File: src/rtl/chol_result_writer.sv
// rtl/chol_result_writer.sv - Cholesky L-matrix write-back sink with a 4-entry result FIFO
// Optional CHOL_WR_ZERO_UPPER_EN: zero-fill the upper triangle once all results are written.
module chol_result_writer #(
  parameter int DATA_W = 32,
  parameter int MAX_N  = 8,
  parameter int ADDR_W = 6
) (
  input  logic              clock,
  input  logic              areset,
  input  logic [3:0]        matrix_size,
  input  logic              start_begin,
  input  logic              diag_valid,
  input  logic [DATA_W-1:0] diag_data,
  input  logic              lower_valid,
  input  logic [DATA_W-1:0] lower_data,
  output logic              stop_pipeline,
  output logic              wr_en,
  output logic [ADDR_W-1:0] wr_addr,
  output logic [DATA_W-1:0] wr_data,
  input  logic              wr_ready,
  output logic              busy,
  output logic              done,
  output logic              err
);
  typedef enum logic [2:0] {
    IDLE,
    DIAG,
    LOWER,
    DRAIN,
`ifdef CHOL_WR_ZERO_UPPER_EN
    ZERO,
`endif
    DONE
  } state_t;

  state_t            state;
  logic [3:0]        n;
  logic [3:0]        col;
  logic [3:0]        row;
  logic [ADDR_W-1:0] fifo_addr [4];
  logic [DATA_W-1:0] fifo_data [4];
  logic [1:0]        wptr;
  logic [1:0]        rptr;
  logic [2:0]        count;
  logic              push_req;
  logic              push_ok;
  logic              pop;
  logic              bad_valid;
  logic [ADDR_W-1:0] push_addr;
  logic [DATA_W-1:0] push_data;
`ifdef CHOL_WR_ZERO_UPPER_EN
  logic [3:0]        zrow;
  logic [3:0]        zcol;
  logic              zfill_done;
`endif

  // The FIFO head is driven straight from storage, so it holds while the memory stalls.
  assign wr_en   = (count != 3'd0);
  assign wr_addr = fifo_addr[rptr];
  assign wr_data = fifo_data[rptr];
  assign pop     = wr_en && wr_ready;
  assign push_ok = push_req && (count != 3'd4);

  always_comb begin
    push_req  = 1'b0;
    push_addr = '0;
    push_data = '0;
    bad_valid = 1'b0;
    case (state)
      DIAG: begin
        bad_valid = lower_valid;
        push_req  = diag_valid && !lower_valid;
        push_addr = ADDR_W'(int'(col) * MAX_N + int'(col));
        push_data = diag_data;
      end
      LOWER: begin
        bad_valid = diag_valid;
        push_req  = lower_valid && !diag_valid;
        push_addr = ADDR_W'(int'(row) * MAX_N + int'(col));
        push_data = lower_data;
      end
`ifdef CHOL_WR_ZERO_UPPER_EN
      ZERO: begin
        push_req  = !zfill_done && (count != 3'd4);
        push_addr = ADDR_W'(int'(zrow) * MAX_N + int'(zcol));
      end
`endif
      default: ;
    endcase
  end

  always_ff @(posedge clock or posedge areset) begin
    if (areset) begin
      state         <= IDLE;
      n             <= '0;
      col           <= '0;
      row           <= '0;
      wptr          <= '0;
      rptr          <= '0;
      count         <= '0;
      stop_pipeline <= 1'b0;
      busy          <= 1'b0;
      done          <= 1'b0;
      err           <= 1'b0;
      for (int k = 0; k < 4; k++) begin
        fifo_addr[k] <= '0;
        fifo_data[k] <= '0;
      end
`ifdef CHOL_WR_ZERO_UPPER_EN
      zrow          <= '0;
      zcol          <= '0;
      zfill_done    <= 1'b0;
`endif
    end else begin
      done          <= 1'b0;
      stop_pipeline <= (count >= 3'd3);
      if (push_ok) begin
        fifo_addr[wptr] <= push_addr;
        fifo_data[wptr] <= push_data;
        wptr            <= wptr + 2'd1;
      end
      if (pop) rptr <= rptr + 2'd1;
      count <= count + {2'b0, push_ok} - {2'b0, pop};
      if ((push_req && !push_ok) || bad_valid) err <= 1'b1;

      case (state)
        IDLE: if (start_begin) begin
          n     <= matrix_size;
          col   <= '0;
          row   <= '0;
          wptr  <= '0;
          rptr  <= '0;
          count <= '0;
          err   <= 1'b0;
          if (matrix_size == 4'd0 || int'(matrix_size) > MAX_N) begin
            err   <= 1'b1;
            done  <= 1'b1;
            state <= DONE;
          end else begin
            busy  <= 1'b1;
            state <= DIAG;
          end
        end
        DIAG: if (push_req) begin
          if (col == n - 4'd1) state <= DRAIN;
          else begin
            row   <= col + 4'd1;
            state <= LOWER;
          end
        end
        LOWER: if (push_req) begin
          if (row == n - 4'd1) begin
            col   <= col + 4'd1;
            state <= DIAG;
          end else row <= row + 4'd1;
        end
        DRAIN: if (count == 3'd0) begin
`ifdef CHOL_WR_ZERO_UPPER_EN
          zrow          <= '0;
          zcol          <= 4'd1;
          zfill_done    <= (n == 4'd1);
          stop_pipeline <= 1'b1;
          state         <= ZERO;
`else
          busy  <= 1'b0;
          done  <= 1'b1;
          state <= DONE;
`endif
        end
`ifdef CHOL_WR_ZERO_UPPER_EN
        ZERO: begin
          stop_pipeline <= 1'b1;
          if (push_ok) begin
            // Row n-2 holds the last upper-triangle element.
            if (zcol == n - 4'd1) begin
              if (zrow == n - 4'd2) zfill_done <= 1'b1;
              else begin
                zrow <= zrow + 4'd1;
                zcol <= zrow + 4'd2;
              end
            end else zcol <= zcol + 4'd1;
          end else if (zfill_done && count == 3'd0) begin
            stop_pipeline <= 1'b0;
            busy          <= 1'b0;
            done          <= 1'b1;
            state         <= DONE;
          end
        end
`endif
        DONE: state <= IDLE;
        default: state <= IDLE;
      endcase
    end
  end
endmodule

File: config.mk
export PLATFORM = sky130hd
export DESIGN_NAME = chol_result_writer
export DESIGN_NICKNAME = d
export VERILOG_FILES = /design/src/rtl/chol_result_writer.sv
export SDC_FILE = /design/constraint.sdc
export NUM_CORES = 1
export LEC_CHECK = 0
export CAP_MARGIN = 20
export CORE_MARGIN = 3
export CORE_UTILIZATION = 50
export DETAILED_ROUTE_END_ITERATION = 10
export GPL_ROUTABILITY_DRIVEN = 0
export PLACE_DENSITY = 0.74
export SYNTH_ARGS = -nofsm -noshare
export SYNTH_HDL_FRONTEND = slang
export SYNTH_SLANG_ARGS = --single-unit
File: constraint.sdc
create_clock -name clock -period 8.25 [get_ports clock]
set_clock_uncertainty 0.2 [all_clocks]
set_input_delay 1.2375 -clock clock [delete_from_list [all_inputs] [get_ports clock]]
set_output_delay 1.2375 -clock clock [all_outputs]
set_load 0.03 [all_outputs]
# Word level (Yosys, flattened, before mapping)
# Cells that the tools add are included.
totals:
  reg_bits: 178
  latchBits: 0
  ramBits: 0
  mem_bits_ro: 0
  out_inout_bits: 43
  elab_cells: 124
  memories: 0
op_classes:
  add_sub_neg: 9
  mul: 0
  n_div: 0
  order_cmp: 5
  eq_ne: 14
  shift: 0
  mux: 52
  bitwise_logic: 2
  reduce_logical: 23
ops:
  columns: ["op", "count"]
  rows:
  - ["$bwmux 128", 1]
  - ["$mux 32", 3]
  - ["$bmux 32 s2", 1]
  - ["$demux 32 s2", 1]
  - ["$pmux 32 s2", 1]
  - ["$mux 4", 7]
  - ["$bwmux 24", 1]
  - ["$mux 3", 8]
  - ["$mux 6", 3]
  - ["$ne 2x2->1 const B", 8]
  - ["$add 6x4->6", 2]
  - ["$bmux 6 s2", 1]
  - ["$demux 6 s2", 1]
  - ["$mux 2", 6]
  - ["$pmux 3 s4", 1]
  - ["$pmux 4 s3", 1]
  - ["$pmux 6 s2", 1]
  - ["$mux 1", 10]
  - ["$add 4x1->4 const B", 2]
  - ["$eq 4x4->1", 2]
  - ["$pmux 1 s2", 4]
  - ["$pmux 4 s2", 1]
  - ["$reduce_and 4->1", 2]
  - ["$eq 3x2->1 const B", 2]
  - ["other kinds (21)", 35]

# Depth between registers and ports, before layout
logic_depth:
  ltp_word: 10
  ltp_mapped: 10
  ltp_nobuf: 9

# Least setup slack after synthesis
# OpenSTA, ideal clock, no wires.
synth_path:
  path_kind: "input-to-reg"
  startpoint: "input port lower_valid"
  endpoint: "register count[2]"
  setup_time_ns: 0.131
  t_arrival_ns: 2.801
  required_ns: 7.919
  slack_ns: 5.118
  stages: 8
  path_buffers: 0
  cell_sequence: "nand4bb_4 a221oi_4 xnor2_1 ha_1 inv_1 fa_1 xor2_1 nor2_1"
synth_between:
  elab_chain_cells: 8
synth_lines:
  columns: ["element", "line", "text"]
  rows:
  - ["start: declaration", "14", "input logic lower_valid,"]
  - ["$logic_not 1->1", "72", "push_req = diag_valid && !lower_valid;"]
  - ["$logic_and 1x1->1", "72", null]
  - ["$pmux 1 s2 *", "69", "case (state)"]
  - ["$logic_and 1x1->1 *", "62", "assign push_ok = push_req && (count != 3'd4);"]
  - ["$add 3x1->3 *", "123", "count <= count + {2'b0, push_ok} - {2'b0, pop};"]
  - ["$sub 3x1->3 *", "123", null]
  - ["$mux 3", "127", "IDLE: if (start_begin) begin"]
  - ["$mux 3 *", "126", "case (state)"]
  - ["end signal: assignment", "123", null]
  - ["end: declaration", "44", "logic [2:0] count;"]
# Every way passes the cells marked *; elsewhere a longest branch is shown, timed or not.
# A chain may end at the register's enable or synchronous reset.

# Final worst setup path
layout_path:
  startpoint: "register rptr[0]"
  endpoint: "output port wr_data[3]"
layout_between:
  elab_chain_cells: 4
layout_lines:
  columns: ["element", "line", "text"]
  rows:
  - ["start: declaration", "43", "logic [1:0] rptr;"]
  - ["start signal: assignment", "122", "if (pop) rptr <= rptr + 2'd1;"]
  - ["$not 2->3 (not written as such)", "60", "assign wr_data = fifo_data[rptr];"]
  - ["$bmux 32 s2", "60", null]
  - ["$mux 32 (not written as such) (2 in series)", "60", null]
  - ["end: declaration", "19", "output logic [DATA_W-1:0] wr_data,"]
# No other way between the ends. The select of a mux whose other input is x is not followed.

==> metrics.md <==
| Metric | Value |
|---|---|
| Status | `complete, no violations` |
| Finish-stage setup viols | `0` |
| Max Slew Vio Count | `0` |
| # Post-CTS Setup Buffers | `0` |
| Worst ir drop on vdd | `170 uV` |
| Max FO, Critical Path | `33` |
| Clock tree buffer depth | `2` |
| CP required | `6.81 ns` |
| CP delay by family, top | `buffers and inverters` |
| Worst path cell trace | `buf_4 > mux4_2 > clkdlybuf4s50_1` |
| Post-route ant nets | `0` |
| Worst Setup End Kind | `output port` |
| CTS tree | `built` |
| Full die area | `18100 um^2` |
| FMAX | `236 MHz` |
| Period minus WS final | `4.23 ns` |
| Storage element area | `4460 um^2` |
| Top-area cell type share of the netlist area | `0.540` |
| Synthesized flop and latch total | `178` |
| Die height | `134 um` |
| CP max stage delay | `0.63 ns` |
| Max Cap Violations | `0` |
| Mapped Cells | `762` |
| M3 GR Usage | `0.0420` |
| Synth top area cells | `dfrtp_1, mux4_2, o21ai_0` |
| Worst Hold Class | `reg -> reg` |
| Register area share after synthesis | `0.540` |
| Final WL | `19.8 mm` |
| DPL Wire Length | `12.2 mm` |
| Synth Warn # | `0` |
| Root Buffer | `clkbuf_16` |
| Starting density of the core | `0.516` |
| Final net count | `938` |
| Setup CP Type | `reg -> out` |
| Hold violation total from the final report | `0` |
| Syn Nets | `848` |
| Num CTS Buffers | `17` |
| DR iter-0 viols | `629` |
| Global-route wire length before repair | `32.5 mm` |
| Critical path buffer and inverter count | `2` |
| GRT Util Overall | `0.226` |
| Worst Path Arrival | `2.79 ns` |
| Worst-path clk slew | `0.07 ns` |
| CTS H-tree depth | `4` |
| Worst hold slack | `0.277 ns` |
| Row cnt | `46` |
| Final worst-path cycle share | `0.513` |
| Via count | `6200` |
| Drt drc | `0` |
| Top Ports | `117` |
| CTS Sinks | `178` |
| RSZ-0062 raised after global routing | `no` |
| Distinct cells, synth | `49` |
| Initial antenna violation count | `0` |
| Layout cells sized above 1 | `0.112` |
| Least-Margin Pin Slew | `0.968 ns` |
| Post_cts resized | `0` |
| Vias in the first global route | `6573` |
| PD cells | `377 nW/um^2` |
| Setup TNS | `0 ns` |
| Dominant synthesized flop cell | `dfrtp_1` |
| Crit-path slowest cell | `mux4_2` |
| Global route overflow | `0` |
| Via density | `5.74` |
| R2R setup slack | `5.33 ns` |
| Hold_buf cts | `0` |
| Antenna cells | `0` |
| Largest net degree at the start of global routing | `116` |
| Drt wl/cell | `18.3 um` |
| Synth async-reset ratio | `1.00` |
| GR Layer Usage met2 | `0.396` |
| Post-synthesis cell area | `8250 um^2` |
| Die width | `134 um` |
| GRT met1 Usage | `0.283` |
| Layout fillers | `1256` |
| Multi-input logic area | `3510 um^2` |
| Leakage Power | `4.31 nW` |
| Syn-to-layout area delta | `23.8%` |
| Syn_area_per_cell | `10.8 um^2` |
| Slew margin rel. | `0.354` |
| Core area | `16000 um^2` |
| Port Buffer Count | `116` |
| Skew-Pair Late Insertion Delay | `0.41 ns` |
| EDFF count, synth | `0` |
| Global route hottest layer | `met2` |
| Critical Path Start Type | `flip-flop` |
| Biggest area consumer among synthesized cells | `dfrtp_1` |
| Initial DRT Pass Iterations | `4` |
==> registers in the layout, summed over array words and instances, names as in the netlist <==
name	count
col	4
stop_pipeline	1
state	3
err	1
fifo_data	128
row	4
n	4
done	1
rptr	2
count	3
fifo_addr	24
busy	1
wptr	2
==> cells by family after synthesis <==
kind of cell | share of synthesized area
buffers and inverters | 0.0367
multiplexers | 0.110
XOR/XNOR | 0.0241
flip-flops | 0.540
adder cells (fa/ha/maj) | 0.0191
AO/OA/AOI/OAI | 0.158
AND/OR/NAND/NOR | 0.111
==> worst min-delay path: cells and delay by family, from the launching register on <==
| kind | cells | cell delay, ns |
|---|---|---|
| AO/OA/AOI/OAI | 1 | 0.06 |
| AND/OR/NAND/NOR | 1 | 0.04 |
| flip-flops | 1 | 0.34 |
==> per-layer routing <==
metal / part of all wire / wire length [um]
met3: 0.050 / 995
met4: 0.018 / 347
met2: 0.53 / 10500
met1: 0.40 / 7970
met5: 0 / 0
==> layout by cell type, fill, tap and decap left out, types with 4 or more instances in the layout <==
cell             synthesis  layout
dfrtp_1                178     176
nand2_1                175     171
o21ai_0                154     154
clkdlybuf4s50_1          0     116
mux4_2                  38      38
a22oi_1                 32      32
clkbuf_16                0      17
nor2_1                  16      16
xnor2_1                 13      13
inv_1                   13      12
ha_1                    11      11
o21ai_1                  9       9
a21oi_1                  8       8
buf_4                    0       8
xor2_1                   7       7
nand3_1                  6       6
nor3_1                   5       5
bufinv_16                0       5
nand2_2                  0       4
==> where the power goes <==
group	switching (mW)	internal, mW
Clock	0.339	0.546
Combinational	0.859	0.688
Sequential	0.238	1.18
==> synth_stat cells (3+ instances only) <==
library cell	count
a22oi_1	32
nor3_1	5
mux4_2	38
nand2_1	175
nor2b_1	3
o21ai_0	154
xnor2_1	13
mux2_2	3
nand3_1	6
buf_6	3
dfrtp_1	178
ha_1	11
nor2_1	16
clkbuf_1	27
xor2_1	7
inv_1	13
buf_2	20
a21oi_1	8
buf_1	5
o21ai_1	9
==> final timing paths <==
check / end / cells past startpoint / start
worst min-delay path: fifo_data[22]$_DFFE_PP0P_ / 2 / fifo_data[22]$_DFFE_PP0P_
max in group asynchronous: fifo_data[68]$_DFFE_PP0P_ / 4 / areset
worst max-delay path: wr_data[3] / 3 / rptr[0]$_DFF_PP0_
worst min register to register: fifo_data[22]$_DFFE_PP0P_ / 2 / fifo_data[22]$_DFFE_PP0P_
worst max register to register: fifo_addr[23]$_DFFE_PP0P_ / 6 / state[1]$_DFFE_PP0P_
min in group asynchronous: fifo_data[86]$_DFFE_PP0P_ / 2 / areset
==> metrics by stage <==
step / total power [mW] / cells / cell area, um^2 / setup WS (ns) / utilization
after CTS: 3.87 / 1078 / 10200 / 3.97 / 0.635
after floorplan: 2.45 / 762 / 8250 / 1.98 / -
final: 3.85 / 1080 / 10200 / 4.02 / 0.638
after global routing: 4.10 / 1080 / 10200 / 3.91 / 0.638
after global placement: 2.89 / 1047 / 9520 / 4.36 / 0.595
after detailed placement: 2.97 / 1047 / 9520 / 4.30 / 0.595
==> layout make-up <==
class / instances / share of cell area
repair buffers: 126 / 0.124
well taps: 216 / 0.0265
flip-flops and latches: 178 / 0.436
inverters: 13 / 0.00527
clock inverters: 13 / 0.0203
multi-input cells: 516 / 0.344
clock buffers: 18 / 0.0430
Note: power is estimated with default switching activity, not from simulation.
